File: src/rtl/dino_jump_if.sv
// dino_jump_if: frame tick, button inputs and sprite motion/status outputs of the dino jump controller
interface dino_jump_if #(parameter int Y_W = 8);
    logic           i_tick;
    logic           i_jump_pulse;
    logic           i_duck;
    logic           i_freeze;
    logic [Y_W-1:0] o_dino_y;
    logic [2:0]     o_state;
    logic           o_airborne;
    logic           o_ducking;
    logic           o_land_pulse;
    modport master (
        output i_tick, i_jump_pulse, i_duck, i_freeze,
        input  o_dino_y, o_state, o_airborne, o_ducking, o_land_pulse
    );
    modport slave (
        input  i_tick, i_jump_pulse, i_duck, i_freeze,
        output o_dino_y, o_state, o_airborne, o_ducking, o_land_pulse
    );
endinterface

File: src/rtl/dino_jump_ctrl.sv
// dino_jump_ctrl: tick-gated jump/hover/fall/duck controller producing the dino height and status flags
module dino_jump_ctrl #(
    parameter int Y_W         = 8,
    parameter int JUMP_HEIGHT = 64,
    parameter int RISE_STEP   = 8,
    parameter int FALL_STEP   = 4,
    parameter int HOVER_TICKS = 3
) (
    input  logic      clk,
    input  logic      rst,
    dino_jump_if.slave bus
);
    localparam int H_W = HOVER_TICKS > 1 ? $clog2(HOVER_TICKS) : 1;
    localparam logic [Y_W:0] JH  = (Y_W+1)'(JUMP_HEIGHT);
    localparam logic [Y_W:0] RS  = (Y_W+1)'(RISE_STEP);
    localparam logic [Y_W:0] FS1 = (Y_W+1)'(FALL_STEP);
    localparam logic [Y_W:0] FS2 = (Y_W+1)'(2 * FALL_STEP);
    localparam logic [H_W-1:0] H_LAST = H_W'(HOVER_TICKS - 1);

    typedef enum logic [2:0] {
        S_IDLE  = 3'd0,
        S_RISE  = 3'd1,
        S_HOVER = 3'd2,
        S_FALL  = 3'd3,
        S_DUCK  = 3'd4
    } state_t;

    state_t         r_state, w_state;
    logic [Y_W-1:0] r_y, w_y;
    logic [H_W-1:0] r_hcnt, w_hcnt;
    logic           r_buf, w_buf;
    logic           r_land, w_land;
    logic [Y_W:0]   w_sum;
    logic [Y_W:0]   w_step;

    assign w_sum  = {1'b0, r_y} + RS;
    assign w_step = bus.i_duck ? FS2 : FS1;

    always_ff @(posedge clk) begin
        if (rst) begin
            r_state <= S_IDLE;
            r_y     <= '0;
            r_hcnt  <= '0;
            r_buf   <= 1'b0;
            r_land  <= 1'b0;
        end else begin
            r_state <= w_state;
            r_y     <= w_y;
            r_hcnt  <= w_hcnt;
            r_buf   <= w_buf;
            r_land  <= w_land;
        end
    end

    always_comb begin
        w_state = r_state;
        w_y     = r_y;
        w_hcnt  = r_hcnt;
        w_buf   = r_buf;
        w_land  = 1'b0;
        if (!bus.i_freeze) begin
            case (r_state)
                S_IDLE, S_DUCK: begin
                    if (bus.i_jump_pulse) begin
                        w_state = S_RISE;
                        w_buf   = 1'b0;
                    end else if (bus.i_duck) begin
                        w_state = S_DUCK;
                    end else begin
                        w_state = S_IDLE;
                    end
                end
                S_RISE: begin
                    if (bus.i_duck) begin
                        w_state = S_FALL;
                    end else if (bus.i_tick) begin
                        w_y = w_sum >= JH ? JH[Y_W-1:0] : w_sum[Y_W-1:0];
                        if (w_sum >= JH) begin
                            w_state = S_HOVER;
                            w_hcnt  = '0;
                        end
                    end
                end
                S_HOVER: begin
                    if (bus.i_duck) begin
                        w_state = S_FALL;
                    end else if (bus.i_tick) begin
                        w_hcnt  = r_hcnt + 1'b1;
                        w_state = r_hcnt == H_LAST ? S_FALL : S_HOVER;
                    end
                end
                S_FALL: begin
                    w_buf = r_buf | bus.i_jump_pulse;
                    if (bus.i_tick) begin
                        if ({1'b0, r_y} <= w_step) begin
                            w_y     = '0;
                            w_land  = 1'b1;
                            w_state = w_buf ? S_RISE : S_IDLE;
                            w_buf   = 1'b0;
                        end else begin
                            w_y = r_y - w_step[Y_W-1:0];
                        end
                    end
                end
                default: w_state = S_IDLE;
            endcase
        end
    end

    assign bus.o_dino_y     = r_y;
    assign bus.o_state      = r_state;
    assign bus.o_airborne   = r_state inside {S_RISE, S_HOVER, S_FALL};
    assign bus.o_ducking    = r_state == S_DUCK;
    assign bus.o_land_pulse = r_land;
endmodule

File: src/flat_wrapper.sv
// flat-port wrapper written by rule: the top's interface ports become plain ports
module dino_jump_ctrl_flat 
#(
    parameter int Y_W         = 8,
    parameter int JUMP_HEIGHT = 64,
    parameter int RISE_STEP   = 8,
    parameter int FALL_STEP   = 4,
    parameter int HOVER_TICKS = 3
)
  (clk, rst, bus_i_tick, bus_i_jump_pulse, bus_i_duck, bus_i_freeze, bus_o_dino_y, bus_o_state, bus_o_airborne, bus_o_ducking, bus_o_land_pulse);
  dino_jump_if #(.Y_W(Y_W)) bus_i ();
  input  logic clk;
  input  logic rst;
  input wire logic [$bits(bus_i.i_tick)-1:0] bus_i_tick;
  input wire logic [$bits(bus_i.i_jump_pulse)-1:0] bus_i_jump_pulse;
  input wire logic [$bits(bus_i.i_duck)-1:0] bus_i_duck;
  input wire logic [$bits(bus_i.i_freeze)-1:0] bus_i_freeze;
  output wire logic [$bits(bus_i.o_dino_y)-1:0] bus_o_dino_y;
  output wire logic [$bits(bus_i.o_state)-1:0] bus_o_state;
  output wire logic [$bits(bus_i.o_airborne)-1:0] bus_o_airborne;
  output wire logic [$bits(bus_i.o_ducking)-1:0] bus_o_ducking;
  output wire logic [$bits(bus_i.o_land_pulse)-1:0] bus_o_land_pulse;
  assign bus_i.i_tick = bus_i_tick;
  assign bus_i.i_jump_pulse = bus_i_jump_pulse;
  assign bus_i.i_duck = bus_i_duck;
  assign bus_i.i_freeze = bus_i_freeze;
  assign bus_o_dino_y = bus_i.o_dino_y;
  assign bus_o_state = bus_i.o_state;
  assign bus_o_airborne = bus_i.o_airborne;
  assign bus_o_ducking = bus_i.o_ducking;
  assign bus_o_land_pulse = bus_i.o_land_pulse;
  dino_jump_ctrl #(.Y_W(Y_W), .JUMP_HEIGHT(JUMP_HEIGHT), .RISE_STEP(RISE_STEP), .FALL_STEP(FALL_STEP), .HOVER_TICKS(HOVER_TICKS)) u_core (.clk(clk), .rst(rst), .bus(bus_i));
endmodule
File: config.mk
export PLATFORM = sky130hd
export DESIGN_NAME = dino_jump_ctrl_flat
export DESIGN_NICKNAME = d
export VERILOG_FILES = /design/src/rtl/dino_jump_if.sv /design/src/rtl/dino_jump_ctrl.sv /design/src/flat_wrapper.sv
export SDC_FILE = /design/constraint.sdc
export NUM_CORES = 1
export LEC_CHECK = 0
export CORE_UTILIZATION = 37
export CTS_CLUSTER_DIAMETER = 40
export DETAILED_ROUTE_END_ITERATION = 8
export DONT_BUFFER_PORTS = 1
export GPL_TIMING_DRIVEN = 0
export SETUP_SLACK_MARGIN = 0.02
export SLEW_MARGIN = 20
export SYNTH_ARGS = -nofsm -noshare
export SYNTH_HDL_FRONTEND = slang
export SYNTH_SLANG_ARGS = --single-unit
File: constraint.sdc
create_clock -name clk -period 2.64 [get_ports clk]
set_input_delay 0.264 -clock clk [delete_from_list [all_inputs] [get_ports clk]]
set_output_delay 0.264 -clock clk [all_outputs]
set_load 0.02 [all_outputs]
==> reports/metrics.yaml <==
status: "finished clean"
cts_max_path_buffers: 2
grt_max_degree: 11
clock_latency_ns: 0.27
nFillCells: 267
wl_um: 2340
htreeDepth: 1
cp_top_family: "compound AO/OA/AOI/OAI gates"
antenna_found_initial: 0
design.portCount: 20
cts_tree: "built"
final_antenna_net_count: 0
r2r_slack_ns: 0.39
path_clk_slew_ns: 0.09
die_w_um: 54.7
cts.sinks: 13
tns_ns: 0
core-area_sq_um: 2540
antenna-diode-count: 0
fin_cells: 157
worstPathRequired_ns: 2.79
final_nets: 139
vdd_ir_drop_max_mv: 0.245
leakage_nw: 0.397
path_cells: "ha_1 -> nor2b_1 -> o31ai_4 -> a31oi_2 -> a2111oi_1 -> a211oi_1"
rsz0062_at_grt: "no"
yosys_warnings: 0
cpMaxStageDelayCell: "dfxtp_1"
crit_type: "reg -> reg"
drc: 0
synth_edf_count: 0
synth.ff_latch_count: 13
yosys.cell_types.count: 51
holdBufCountCts: 0
first_global_vias: 817
gr-total-overflow: 0
slowest_delay_ns: 0.63
fmax_ghz: 0.444
fin_crit_ns: 2.25
start_util_pct: 40.4
crit_path_max_fanout: 7
cts_setup_buffers: 0
p_switching_uw: 124
drv_cap: 0
yosysSeqAreaShare_pct: 25.3
relSlewSlack_pct: 63.6
firstDrtPassIters: 4
grtUsageTotal_pct: 16.7
wire_per_inst_um: 14.9
seq_power_share_pct: 49.9
fin_skew_ns: 0.00823
crit_buf_inv: 0
critical_path_arrival_ns: 2.40
syn-cell-area_sq_um: 1030
maxSlewViolCount: 0
start_kind: "register"
drive_gt1_share_pct: 18.1
final_hold_viol_count: 0
die_y_um: 54.7
cellPowerDensity_nw_per_um2: 379
area_growth_pct: 6.57
rows: 18
initialDrtViolationCount: 20
end_kind: "register"
cts_root_buf: "clkbuf_4"
async_reset_ff_share_pct: 0
worst_slew_pin_slew_ns: 0.542
min_path_type: "in -> reg"
via_per_inst: 5.78
numCtsBuffers: 3
grt_pass1_wl_um: 3550
die-area_sq_um: 2990
p_clk_share_pct: 30.1
io_buffers: 0
fin_crit_sh_pct: 85.4
syn_avg_cell_area_sq_um: 8.43
setup_viol: 0
cts_resized: 0
dp_hpwl_um: 1790
p_int_uw: 291
synth_cells: 122
gp_congestion: 0.833
comb_power_share_pct: 20.0
p_sw_share_pct: 29.9
final_cell_mix: "13 x a21oi_1, 13 x dfxtp_1, 10 x nand2_1"
synth_ff_type: "dfxtp_1"
place_inst: 153
vias: 908
==> logic make-up (layout without fill, tap and decap cells) <==
logic type	Yosys count	in the layout	synth area share, %
xor gates and xnor gates	2	2	1.70
buffers and inverters	18	22	9.37
adders and majority gates	5	5	6.81
muxes	2	2	2.07
and+or+nand+nor	45	45	26.0
other	1	2	0.365
AOI/OAI and AO/OA	36	36	28.3
DFF	13	13	25.3
==> per-stage QoR <==
stage               instance area [sq um]  hold slack [ns]  setup WS [ns]  total power [mW]  util (%)
global route                         1100           0.0768          0.243             0.438      43.1
finish                               1100           0.0929          0.386             0.415      43.1
floorplan                            1030            0.379          0.625             0.281         -
CTS                                  1100           0.0821          0.383             0.422      43.1
global placement                     1070            0.392          0.425             0.293      42.0
detailed placement                   1070            0.387          0.378             0.295      42.0
==> registers in the layout, summed over array words and instances (netlist names) <==
| register | count |
|---|---|
| u_core.bus.o_dino_y | 6 |
| u_core.bus.o_land_pulse | 1 |
| u_core.bus.o_state | 3 |
| u_core.r_buf | 1 |
| u_core.r_hcnt | 2 |
==> final timing paths <==
path	depth (start not counted)	end	startpoint
max	6	u_core.bus.o_state[0]	u_core.bus.o_dino_y[3]
min	1	u_core.bus.o_dino_y[6]	rst
max reg2reg	6	u_core.bus.o_state[0]	u_core.bus.o_dino_y[3]
min reg2reg	2	u_core.r_hcnt[0]	u_core.r_hcnt[0]
==> power groups by stage <==
stage                     combinational (mW)  clock, mW  sequential (mW)
after floorplan                       0.0702          0            0.211
after detailed placement              0.0829          0            0.212
after global routing                  0.0913      0.139            0.208
after CTS                             0.0832      0.131            0.207
after global placement                0.0810          0            0.212
final                                 0.0829      0.125            0.207
==> worst register-to-register path, delay by kind of cell, from the launching register on <==
family	cells	cell delay [ns]
fa+ha+maj	1	0.34
simple gates	1	0.17
flops	1	0.63
compound gates	4	1.01
==> synthesized netlist by cell type, drive strengths merged, types with 3 or more instances <==
cell | count | area share [%]
nor2b | 3 | 1.8
dfxtp | 13 | 25
nand2b | 3 | 1.8
nand2 | 10 | 3.7
nor4 | 3 | 1.8
buf | 7 | 5.1
nor3 | 5 | 3.4
o32ai | 3 | 2.6
inv | 10 | 3.9
a21oi | 15 | 9.5
or3 | 4 | 3.4
ha | 4 | 4.9
nor2 | 7 | 2.6
==> metal layers <==
metal	track usage, %	vias up	share of wire, %
met3	2.78	2	5.7
met2	27.9	26	48
li1	-	456	-
met1	21.3	424	46
met4	5.56	0	0.64
met5	0	-	0
==> layout make-up <==
cell class	count	area [sq um]	area share [%]
Sequential cell	13	260	23.7
Inverter	10	40.0	3.65
Multi-Input combinational cell	92	676	61.6
Buffer	8	56.3	5.14
Tap cell	30	37.5	3.42
Clock buffer	4	26.3	2.40
(Power assumes the default switching activity.)
